===== config.mk =====
export PLATFORM = sky130hd
export DESIGN_NAME = alu_serial_core_flat
export DESIGN_NICKNAME = d
export VERILOG_FILES = /design/src/rtl/alu_pkg.sv /design/src/rtl/alu_serial_core_if.sv /design/src/rtl/alu_serial_tx.sv /design/src/rtl/alu_serial_core.sv /design/src/flat_wrapper.sv
export SDC_FILE = /design/constraint.sdc
export NUM_CORES = 1
export LEC_CHECK = 0
export CAP_MARGIN = 20
export CORE_MARGIN = 4
export CORE_UTILIZATION = 35
export CTS_CLUSTER_DIAMETER = 200
export DETAILED_ROUTE_END_ITERATION = 12
export GPL_TIMING_DRIVEN = 0
export PLACE_DENSITY_LB_ADDON = 0.15
export SLEW_MARGIN = 30
export SYNTH_ARGS = -nofsm -noshare
export SYNTH_HDL_FRONTEND = slang
export SYNTH_HIERARCHICAL = 1
export SYNTH_SLANG_ARGS = --single-unit
export TNS_END_PERCENT = 100

===== constraint.sdc =====
create_clock -name clk -period 7.5 [get_ports clk]
set_input_delay 1.125 -clock clk [delete_from_list [all_inputs] [get_ports clk]]
set_output_delay 1.125 -clock clk [all_outputs]
set_load 0.1 [all_outputs]

===== src/rtl/alu_pkg.sv =====
// Shared types, frame geometry and CRC helpers for the serial ALU link.
// The CRC functions are used by the core and by the scoreboard alike.
package alu_pkg;

  typedef enum logic [2:0] {
    OP_AND = 3'b000,
    OP_OR  = 3'b001,
    OP_ADD = 3'b100,
    OP_SUB = 3'b101
  } op_e;

  typedef enum logic [2:0] {
    ERR_NONE = 3'b000,
    ERR_OP   = 3'b001,
    ERR_CRC  = 3'b010,
    ERR_DATA = 3'b100
  } err_e;

  localparam int unsigned PKT_LEN      = 11;
  localparam int unsigned RX_FRAME_LEN = 99;
  localparam int unsigned TX_FRAME_LEN = 55;
  localparam int unsigned RX_DATA_PKTS = RX_FRAME_LEN / PKT_LEN - 1;

  localparam logic [3:0] CRC4_POLY = 4'b0011;
  localparam logic [2:0] CRC3_POLY = 3'b011;

  function automatic logic [3:0] crc4_f(input logic [67:0] d);
    logic [3:0] c;
    logic       fb;
    c = '0;
    for (int unsigned i = 0; i < 68; i++) begin
      fb = c[3] ^ d[67 - i];
      c  = {c[2:0], 1'b0} ^ (fb ? CRC4_POLY : 4'b0000);
    end
    return c;
  endfunction

  function automatic logic [2:0] crc3_f(input logic [36:0] d);
    logic [2:0] c;
    logic       fb;
    c = '0;
    for (int unsigned i = 0; i < 37; i++) begin
      fb = c[2] ^ d[36 - i];
      c  = {c[1:0], 1'b0} ^ (fb ? CRC3_POLY : 3'b000);
    end
    return c;
  endfunction

  function automatic logic op_valid(input logic [2:0] op);
    case (op)
      OP_AND, OP_OR, OP_ADD, OP_SUB: return 1'b1;
      default:                       return 1'b0;
    endcase
  endfunction

  function automatic logic [10:0] pkt_f(input logic typ, input logic [7:0] pay);
    return {1'b0, typ, pay, 1'b1};
  endfunction

endpackage


===== src/rtl/alu_serial_core_if.sv =====
// Serial link between the ALU BFM (master) and the responder core (slave).
interface alu_serial_core_if;
  logic sin;
  logic sout;

  modport slave  (input sin, output sout);
  modport master (output sin, input sout);
endinterface


===== src/rtl/alu_serial_tx.sv =====
// Response serialiser: shifts out a left-aligned frame of len bits, idles high.
module alu_serial_tx import alu_pkg::*; (
  input  logic                    clk,
  input  logic                    rst_n,
  input  logic [TX_FRAME_LEN-1:0] frame,
  input  logic [5:0]              len,
  input  logic                    start,
  output logic                    busy,
  output logic                    sout
);

  logic [TX_FRAME_LEN-1:0] sh;
  logic [5:0]              cnt;

  // First bit leaves on the start edge; cnt tracks the bits still to send.
  always_ff @(posedge clk or negedge rst_n) begin
    if (!rst_n) begin
      sh   <= '0;
      cnt  <= '0;
      sout <= 1'b1;
    end else if (start) begin
      sout <= frame[TX_FRAME_LEN-1];
      sh   <= {frame[TX_FRAME_LEN-2:0], 1'b1};
      cnt  <= len - 6'd1;
    end else if (cnt != '0) begin
      sout <= sh[TX_FRAME_LEN-1];
      sh   <= {sh[TX_FRAME_LEN-2:0], 1'b1};
      cnt  <= cnt - 6'd1;
    end else begin
      sout <= 1'b1;
    end
  end

  assign busy = start || (cnt != '0);

endmodule


===== src/rtl/alu_serial_core.sv =====
// Serial ALU responder: receives B/A/command packets, checks them, executes
// and returns a result frame or a single error packet.
module alu_serial_core import alu_pkg::*; #(
  parameter int unsigned TIMEOUT_CYC = 1000
) (
  input logic               clk,
  input logic               rst_n,
  alu_serial_core_if.slave  bus
);

  localparam int unsigned TW = $clog2(TIMEOUT_CYC + 1);

  typedef enum logic [1:0] {S_IDLE, S_RX_BITS, S_CHECK, S_EXEC} state_e;

  state_e                  state, state_nxt;
  logic [3:0]              bcnt;
  logic [9:0]              rx_sh;
  logic [63:0]             ab;
  logic [3:0]              dcnt;
  logic                    data_err;
  logic [2:0]              op_q;
  logic [3:0]              crc_q;
  logic [TW-1:0]           idle_cnt;
  logic                    sample, check, tx_start, idle_wait, timeout;
  logic                    tx_busy;
  logic [TX_FRAME_LEN-1:0] tx_frame;
  logic [5:0]              tx_len;
  logic [31:0]             a, b, res;
  logic [32:0]             sum, dif;
  logic                    cy, ov;
  logic [3:0]              flags;
  err_e                    err;
  logic [7:0]              epay;

  always_ff @(posedge clk or negedge rst_n) begin
    if (!rst_n) state <= S_IDLE;
    else        state <= state_nxt;
  end

  // CHECK also accepts a start bit so back-to-back packets are not missed.
  always_comb begin
    state_nxt = state;
    case (state)
      S_IDLE:    if (!tx_busy && !bus.sin) state_nxt = S_RX_BITS;
      S_RX_BITS: if (bcnt == 4'd9)         state_nxt = S_CHECK;
      S_CHECK: begin
        if (rx_sh[9])      state_nxt = S_EXEC;
        else if (!bus.sin) state_nxt = S_RX_BITS;
        else               state_nxt = S_IDLE;
      end
      S_EXEC:    state_nxt = S_IDLE;
      default:   state_nxt = S_IDLE;
    endcase
  end

  always_comb begin
    sample    = (state == S_RX_BITS);
    check     = (state == S_CHECK);
    tx_start  = (state == S_EXEC);
    idle_wait = (state == S_IDLE) && (dcnt != '0);
    timeout   = idle_wait && (idle_cnt == TW'(TIMEOUT_CYC - 1));
  end

  always_ff @(posedge clk or negedge rst_n) begin
    if (!rst_n) begin
      bcnt     <= '0;
      rx_sh    <= '0;
      ab       <= '0;
      dcnt     <= '0;
      data_err <= 1'b0;
      op_q     <= '0;
      crc_q    <= '0;
      idle_cnt <= '0;
    end else begin
      bcnt <= sample ? bcnt + 4'd1 : '0;
      if (sample) rx_sh <= {rx_sh[8:0], bus.sin};
      if (check) begin
        if (!rx_sh[0]) data_err <= 1'b1;
        if (rx_sh[9]) begin
          op_q  <= rx_sh[7:5];
          crc_q <= rx_sh[4:1];
        end else if (dcnt == 4'(RX_DATA_PKTS)) begin
          data_err <= 1'b1;
        end else begin
          dcnt <= dcnt + 4'd1;
          ab   <= {ab[55:0], rx_sh[8:1]};
        end
      end
      if (tx_start || timeout) begin
        dcnt     <= '0;
        data_err <= 1'b0;
      end
      idle_cnt <= (idle_wait && !timeout) ? idle_cnt + 1'b1 : '0;
    end
  end

  // Result is captured by the serialiser on the EXEC edge.
  always_comb begin
    b   = ab[63:32];
    a   = ab[31:0];
    sum = {1'b0, a} + {1'b0, b};
    dif = {1'b0, a} - {1'b0, b};
    res = '0;
    cy  = 1'b0;
    ov  = 1'b0;
    case (op_q)
      OP_AND: res = a & b;
      OP_OR:  res = a | b;
      OP_ADD: begin
        res = sum[31:0];
        cy  = sum[32];
        ov  = (a[31] == b[31]) && (res[31] != a[31]);
      end
      OP_SUB: begin
        res = dif[31:0];
        cy  = dif[32];
        ov  = (a[31] != b[31]) && (res[31] != a[31]);
      end
      default: ;
    endcase
    flags = {cy, ov, res == '0, res[31]};

    if (data_err || dcnt != 4'(RX_DATA_PKTS))     err = ERR_DATA;
    else if (crc4_f({ab, 1'b1, op_q}) != crc_q)    err = ERR_CRC;
    else if (!op_valid(op_q))                      err = ERR_OP;
    else                                           err = ERR_NONE;

    epay    = {1'b1, err, err, 1'b0};
    epay[0] = ^epay[7:1];

    if (err != ERR_NONE) begin
      tx_frame = {pkt_f(1'b1, epay), 44'b0};
      tx_len   = 6'(PKT_LEN);
    end else begin
      tx_frame = {pkt_f(1'b0, res[31:24]), pkt_f(1'b0, res[23:16]),
                  pkt_f(1'b0, res[15:8]),  pkt_f(1'b0, res[7:0]),
                  pkt_f(1'b1, {1'b0, flags, crc3_f({res, 1'b0, flags})})};
      tx_len   = 6'(TX_FRAME_LEN);
    end
  end

  alu_serial_tx u_tx (
    .clk   (clk),
    .rst_n (rst_n),
    .frame (tx_frame),
    .len   (tx_len),
    .start (tx_start),
    .busy  (tx_busy),
    .sout  (bus.sout)
  );

endmodule


===== src/flat_wrapper.sv =====
// flat-port wrapper written by rule: the top's interface ports become plain ports
module alu_serial_core_flat import alu_pkg::*;
#(
  parameter int unsigned TIMEOUT_CYC = 1000
)
  (clk, rst_n, bus_sin, bus_sout);
  alu_serial_core_if bus_i ();
  input logic clk;
  input logic rst_n;
  input wire logic [$bits(bus_i.sin)-1:0] bus_sin;
  output wire logic [$bits(bus_i.sout)-1:0] bus_sout;
  assign bus_i.sin = bus_sin;
  assign bus_sout = bus_i.sout;
  alu_serial_core #(.TIMEOUT_CYC(TIMEOUT_CYC)) u_core (.clk(clk), .rst_n(rst_n), .bus(bus_i));
endmodule

## Yosys cells after proc, flatten, opt, wreduce, memory -nomap -nowiden

Index checks and enable logic that the tools add are counted.

- Bits in registers: 164

- Bitwise gates (word level): 208
- Reductions and logical operators: 26
- Add/subtract/negate cells: 7
- Equality and inequality tests: 19
- Muxes and demuxes: 138

Operator list:

| cell | count |
|---|---|
| $xor 4x4->4 | 67 |
| $mux 2 | 108 |
| $pmux 32 s4 | 1 |
| $mux 55 | 2 |
| $xor 3x3->3 | 36 |
| $xor 1x1->1 | 99 |
| $mux 54 | 1 |
| $add 32x32->33 | 1 |
| $sub 32x32->33 | 1 |
| $and 32x32->32 | 1 |
| $logic_not 32->1 | 1 |
| $or 32x32->32 | 1 |
| $mux 4 | 5 |
| $mux 6 | 3 |
| $mux 1 | 12 |
| $sub 6x1->6 const B | 2 |
| $add 10x1->10 const B | 1 |
| $eq 10x10->1 const B | 1 |
| $mux 10 | 1 |
| $add 4x1->4 const B | 2 |
| $eq 4x4->1 const B | 2 |
| $pmux 2 s4 | 1 |
| $reduce_xor 7->1 | 1 |
| $eq 3x3->1 const B | 2 |
| other kinds (25) | 46 |

## Depth between registers and ports, before layout

- Word-level depth: 210
- Mapped depth: 27

## By module

The synthesis kept the hierarchy.

By module, submodules not included:

| module | cells an instance | seq. area each (um^2) | times used | area an instance (um^2) |
|---|---|---|---|---|
| alu_serial_core | 1336 | 2552.4 | 1 | 10940.5 |
| alu_serial_tx | 352 | 1552.7 | 1 | 3206.8 |

## Worst setup path before layout

Ideal clock, no wire load.

- Kind: register to register
- From: register u_core.ab[0]
- To: register u_core.u_tx.sh[4]
- Cell stages (with the launch flop): 28
- Path slack: 2.274 ns
- Arrival time: 5.100 ns
- Required time: 7.374 ns
- Cells stage by stage: dfrtp_1 > inv_1 > ha_1 > inv_1 > fa_1 > nor2b_1 > o311a_1 > o21ai_1 > o31ai_1 > a21oi_1 > o21ai_0 > a21o_1 > a211oi_1 > or3_1 > a32oi_1 > ha_1 > o21ai_0 > nor3_1 > and4b_1 > nand3_1 > or4_1 > nor3b_1 > nand4bb_1 > a21bo_2 > xnor2_1 > nor2_1 > nor2b_1 > a21oi_1

- Cells in the longest elaborated chain, start to end: 76
- Elaborated cells on any way between the ends: 135
- Classes of those cells: add/sub: 2; eq/ne: 3; mux: 46; bitwise: 80; reduce/logical: 4

Ends and longest elaborated chain:

| what | line | RTL |
|---|---|---|
| start, declared | alu_serial_core.sv:18 | `logic [63:0] ab;` |
| start signal, assigned | alu_serial_core.sv:86 | `ab <= {ab[55:0], rx_sh[8:1]};` |
| $sub 32x32->33 / $add 32x32->33 (equally long branches) | alu_serial_core.sv:102, alu_serial_core.sv:101 |  |
| $pmux 32 s4 | alu_serial_core.sv:106 | `case (op_q)` |
| $xor 1x1->1 | alu_pkg.sv:43 | `fb = c[2] ^ d[36 - i];` |
| $mux 2 | alu_pkg.sv:44 | `c = {c[1:0], 1'b0} ^ (fb ? CRC3_POLY : 3'b000);` |
| $xor 3x3->3 (2 in a row) | alu_pkg.sv:44 |  |
| $xor 1x1->1 | alu_pkg.sv:43 |  |
| $mux 2 | alu_pkg.sv:44 |  |
| $xor 3x3->3 (2 in a row) | alu_pkg.sv:44 |  |
| [57 not listed] | n/a |  |
| $mux 2 | alu_pkg.sv:44 |  |
| $xor 3x3->3 (2 in a row) | alu_pkg.sv:44 |  |
| $xor 1x1->1 | alu_pkg.sv:43 |  |
| $mux 2 | alu_pkg.sv:44 |  |
| $xor 3x3->3 (2 in a row) | alu_pkg.sv:44 |  |
| $mux 54 (*) | alu_serial_core.sv:131 | `if (err != ERR_NONE) begin` |
| net u_core.tx_frame[3] | alu_serial_core.sv:26 | `logic [TX_FRAME_LEN-1:0] tx_frame;` |
| $mux 55 (*) | alu_serial_tx.sv:21 | `end else if (start) begin` |
| end signal, assigned | alu_serial_tx.sv:23 | `sh <= {frame[TX_FRAME_LEN-2:0], 1'b1};` |
| end signal, assigned | alu_serial_tx.sv:27 | `sh <= {sh[TX_FRAME_LEN-2:0], 1'b1};` |
| end, declared | alu_serial_tx.sv:12 | `logic [TX_FRAME_LEN-1:0] sh;` |

Mark *: on every way through the listed nets, which the timed path passes. The rest lies on a longest branch.
A chain may end at the register's enable or synchronous reset.

## Final worst setup path

- From: register u_core.ab[37]
- To: register u_core.u_tx.sh[4]

- Cells in the longest elaborated chain, start to end: 76
- Elaborated cells on any way between the ends: 243
- Classes of those cells: add/sub: 2; eq/ne: 3; mux: 82; bitwise: 152; reduce/logical: 4

Ends and longest elaborated chain:

| what | line | RTL |
|---|---|---|
| $sub 32x32->33, or another cell as far along | alu_serial_core.sv:102 | `dif = {1'b0, a} - {1'b0, b};` |
| $pmux 32 s4 / $mux 2 (equally long branches) | alu_serial_core.sv:106, alu_pkg.sv:33 |  |
| $xor 1x1->1 / $xor 4x4->4 (equally long branches) | alu_pkg.sv:43, alu_pkg.sv:33 |  |
| $mux 2 / $xor 4x4->4 (equally long branches) | alu_pkg.sv:44, alu_pkg.sv:33 |  |
| $xor 3x3->3 / $xor 4x4->4 (equally long branches) | alu_pkg.sv:44, alu_pkg.sv:33 |  |
| $xor 3x3->3, or another cell as far along | alu_pkg.sv:44 |  |
| $xor 1x1->1, or another cell as far along | alu_pkg.sv:43 |  |
| $mux 2, or another cell as far along | alu_pkg.sv:44 |  |
| [61 not listed] | n/a |  |
| $xor 3x3->3 / $xor 4x4->4 (equally long branches) | alu_pkg.sv:44, alu_pkg.sv:33 |  |
| $xor 1x1->1 / $ne 4x4->1 (equally long branches) | alu_pkg.sv:43, alu_serial_core.sv:124 |  |
| $mux 2 / $mux 3 (equally long branches) | alu_pkg.sv:44, alu_serial_core.sv:124 |  |
| $xor 3x3->3 / $mux 3 (equally long branches) | alu_pkg.sv:44, alu_serial_core.sv:123 |  |
| $xor 3x3->3 / $reduce_bool 3->1 (equally long branches) | alu_pkg.sv:44, alu_serial_core.sv:131 |  |
| $mux 54 (*) | alu_serial_core.sv:131 |  |
| net u_core.tx_frame[3] | alu_serial_core.sv:26 |  |
| $mux 55 (*) | alu_serial_tx.sv:21 |  |

Marked as above.

==> flow_metrics.tcl <==
set metrics [dict create \
    status "finished, final reports clean" \
    core_sq_um 39800 \
    grt_max_degree 71 \
    synth_area_leaders "dfrtp_1 (29%), ha_1 (10%), xnor2_1 (8.9%), o21ai_0 (5.1%), a21oi_1 (4.3%)" \
    grt_first_pass_wirelength_um 76900 \
    p_clk_share_pct 28.1 \
    cts_tree "yes" \
    tightest_slew_ns 0.959 \
    hold_viol_final 0 \
    total_power_mw 3.35 \
    fp.dieH_um 209 \
    crit_required_ns 7.84 \
    cts_buffers 17 \
    synthSimpleGateAreaFrac_pct 16.1 \
    synth_cell_type_count 89 \
    antenna_found_initial 0 \
    initial_core_util_pct 35.5 \
    relSlewSlack_pct 35.8 \
    die-width_um 209 \
    startpoint_type "flop" \
    dieArea_sq_um 43700 \
    clock_latency_ns 0.47 \
    htree_levels 4 \
    netlist_area_sq_um 14100 \
    routed_via_density 5.60 \
    syn_avg_cell_area_sq_um 8.38 \
    setup_ws_ns 0.341 \
    r2r_start "u_core/ab[37]$_DFFE_PN0P_" \
    cp-end-kind "flop" \
    drive_gt1_share_pct 6.62 \
    dr.pass1.iters 5 \
    initialDrtViolationCount 1185 \
    p_int_mw 2.08 \
    fin_crit_sh_pct 95.4 \
    critPathLaunch "u_core/ab[37]$_DFFE_PN0P_" \
    drcViolationCount 0 \
    fin_crit_ns 7.16 \
    synth_adder_area_share_pct 10.5 \
    routed-via-count 12700 \
    worstPathArrival_ns 7.50 \
    worst_hold_slack_ns 0.466 \
    cts.sinks 164 \
    wire_per_inst_um 22.0 \
    yosysSeqAreaShare_pct 29.0 \
    p_switching_mw 1.27 \
    grt_pass1_vias 12500 \
    p_per_area_nw_per_um2 215 \
    fin_skew_ns 0.0191 \
    n_fill_cell 4190 \
    place.gp.congestion 0.943 \
    synth_edf_count 0 \
    hpwl_um 39000 \
    synthMostInstantiatedCell "dfrtp_1" \
    synth-compound-area-share_pct 22.6 \
    hp-start "u_core/idle_cnt[0]$_DFF_PN0_" \
    clkTransAtPathRegs_ns 0.07 \
    grt-ovfl-total 0 \
    ant_nets 0 \
    rsz0062_at_grt "false" \
    regArea_sq_um 4110 \
    synth_flop_cell "dfrtp_1" \
    slew_viol_final 0 \
    ys_seq_elements 164 \
    max_freq_ghz 0.140 \
    p_seq_share_pct 36.7 \
    rows 73 \
    switching_share_pct 38.0 \
    synth_top_area_share_pct 28.8 \
    multi_input_area_sq_um 9320 \
    nNetsFinal 1845 \
    boundaryPins 4 \
    synth.largest_area_cell "dfrtp_1" \
    max-vdd-ir-drop_uv 157 \
    place_inst 2230 \
    clk_path_buf_depth 2 \
    ys_top_cells_by_count "dfrtp_1 (163), o21ai_0 (145), xnor2_1 (143)" \
    fin_setup_tns_ns 0 \
    io_buffers 3 \
    routed_wl_um 49800 \
    p_leak_nw 6.29 \
    antennaDiodeCount 0 \
    synth-xor-area-share_pct 13.0 \
    yosysWarnings 6 \
    cp_max_fo 10 \
    root_buffer "clkbuf_16" \
    finalNonFillerCells 2262 \
    pwr-share-comb_pct 35.1 \
    path_class "reg2reg" \
    synthCells 1688 \
    synth_mux_area_share_pct 3.16 \
    max_cap_violations 0 \
    groute.usage.overall_pct 22.6 \
    preCtsSetupSlack_ns 0.0996 \
    area_growth_pct 10.1 \
    synthArstFlopShare_pct 100 \
    hold_class "reg2reg" \
    synth_top_family_by_area "compound AO/OA/AOI/OAI gates" \
    setup-violations-final 0 \
]
[final timing paths]
check | endpoint | slack (ns) | depth (start not counted)
setup / recovery | u_core/u_tx/sh[4]$_DFFE_PN0P_ | 0.34 | 26
min in group asynchronous | u_core/ab[28]$_DFFE_PN0P_ | 0.53 | 1
hold reg to reg | u_core/idle_cnt[0]$_DFF_PN0_ | 0.47 | 1
max in group asynchronous | u_core/ab[0]$_DFFE_PN0P_ | 6.26 | 2
setup reg to reg | u_core/u_tx/sh[4]$_DFFE_PN0P_ | 0.34 | 26
hold / removal | u_core/idle_cnt[0]$_DFF_PN0_ | 0.47 | 1
[metal layers]
| layer | part of all wire (%) | GRT usage, % |
|---|---|---|
| met5 | 0 | 0 |
| met4 | 2.6 | 6.53 |
| met3 | 5.8 | 4.41 |
| met2 | 45 | 35.7 |
| met1 | 46 | 31.6 |
[through the flow]
stage               cell area, sq um  utilization, %
detailed placement             14900            37.5
global route                   15600            39.1
finish                         15600            39.1
floorplan                      14200               -
global placement               14900            37.4
CTS                            15600            39.1
[state kept, by name (all words and copies together) (netlist names), 3 cells and up]
register,count
u_core/u_tx/sh,55
u_core/dcnt,4
u_core/u_tx/cnt,6
u_core/rx_sh,10
u_core/op_q,3
u_core/idle_cnt,10
u_core/crc_q,4
u_core/bcnt,4
u_core/ab,64
[layout make-up]
cell class | count | area share (%)
multi-input cells | 1335 | 59.9
flip-flops and latches | 164 | 26.4
well taps | 525 | 4.22
clock buffers | 17 | 2.73
plain buffers | 104 | 2.67
inverters | 97 | 2.34
clock inverters | 15 | 1.25
repair buffers | 5 | 0.578
[power by group through the flow]
stage / Combinational [mW] / Sequential [mW] / Clock, mW
after floorplan: 0.863 / 1.22 / 0
after global placement: 1.15 / 1.25 / 0
after detailed placement: 1.17 / 1.25 / 0
after CTS: 1.17 / 1.23 / 0.977
after global routing: 1.29 / 1.26 / 1.01
final: 1.18 / 1.23 / 0.944
[timing repair]
action	in CTS	in global routing
resized for setup	0	3
endpoints found under the setup margin	0	1
buffers inserted	0	0
hold buffers	0	0
[layout by cell type, fill, tap and decap left out, types with 9 or more instances in the layout]
master and n:
dfrtp_1 163, o21ai_0 145, xnor2_1 143, a21oi_1 122
nand2_1 122, nor2_1 118, ha_1 116, inv_1 96
nor2b_1 81, clkbuf_1 80, a31oi_1 65, nor3_1 28
xor2_1 27, mux2_2 27, a211oi_1 21, nand3_1 18
a21o_1 18, clkbuf_16 17, o21ai_1 17, o21bai_1 16
conb_1 14, o31ai_1 13, buf_2 12, and3_1 12
mux2i_1 12, o22ai_1 11, o211ai_1 10, nor4_1 10
or2_2 9, or3_1 9
[cells by family after synthesis]
logic type               count (synthesis)
AO/OA/AOI/OAI                          517
XOR/XNOR                               187
adder cells (fa/ha/maj)                118
buffers and inverters                  201
flip-flops                             164
multiplexers                            40
other                                    2
AND/OR/NAND/NOR                        459
[worst max-delay path, stage by stage (launching register included)]
cell       delay [ns]
dfrtp_1          0.56
inv_1            0.19
ha_1             0.30
clkbuf_1         0.24
nand2b_1         0.18
a211o_1          0.16
o21ai_1          0.14
o31ai_2          0.60
a21oi_1          0.29
o21ai_0          0.67
a21o_1           0.27
a211oi_1         0.10
or3_1            0.37
a32oi_1          0.52
ha_1             0.26
o21ai_0          0.08
nor3_1           0.15
and4b_1          0.21
nand3_1          0.07
or4_1            0.51
nor3b_1          0.29
nand4bb_1        0.24
a21bo_2          0.26
xnor2_1          0.15
nor2_1           0.06
nor2b_1          0.11
a21oi_1          0.04
Note: power is estimated with default switching activity, not from simulation.
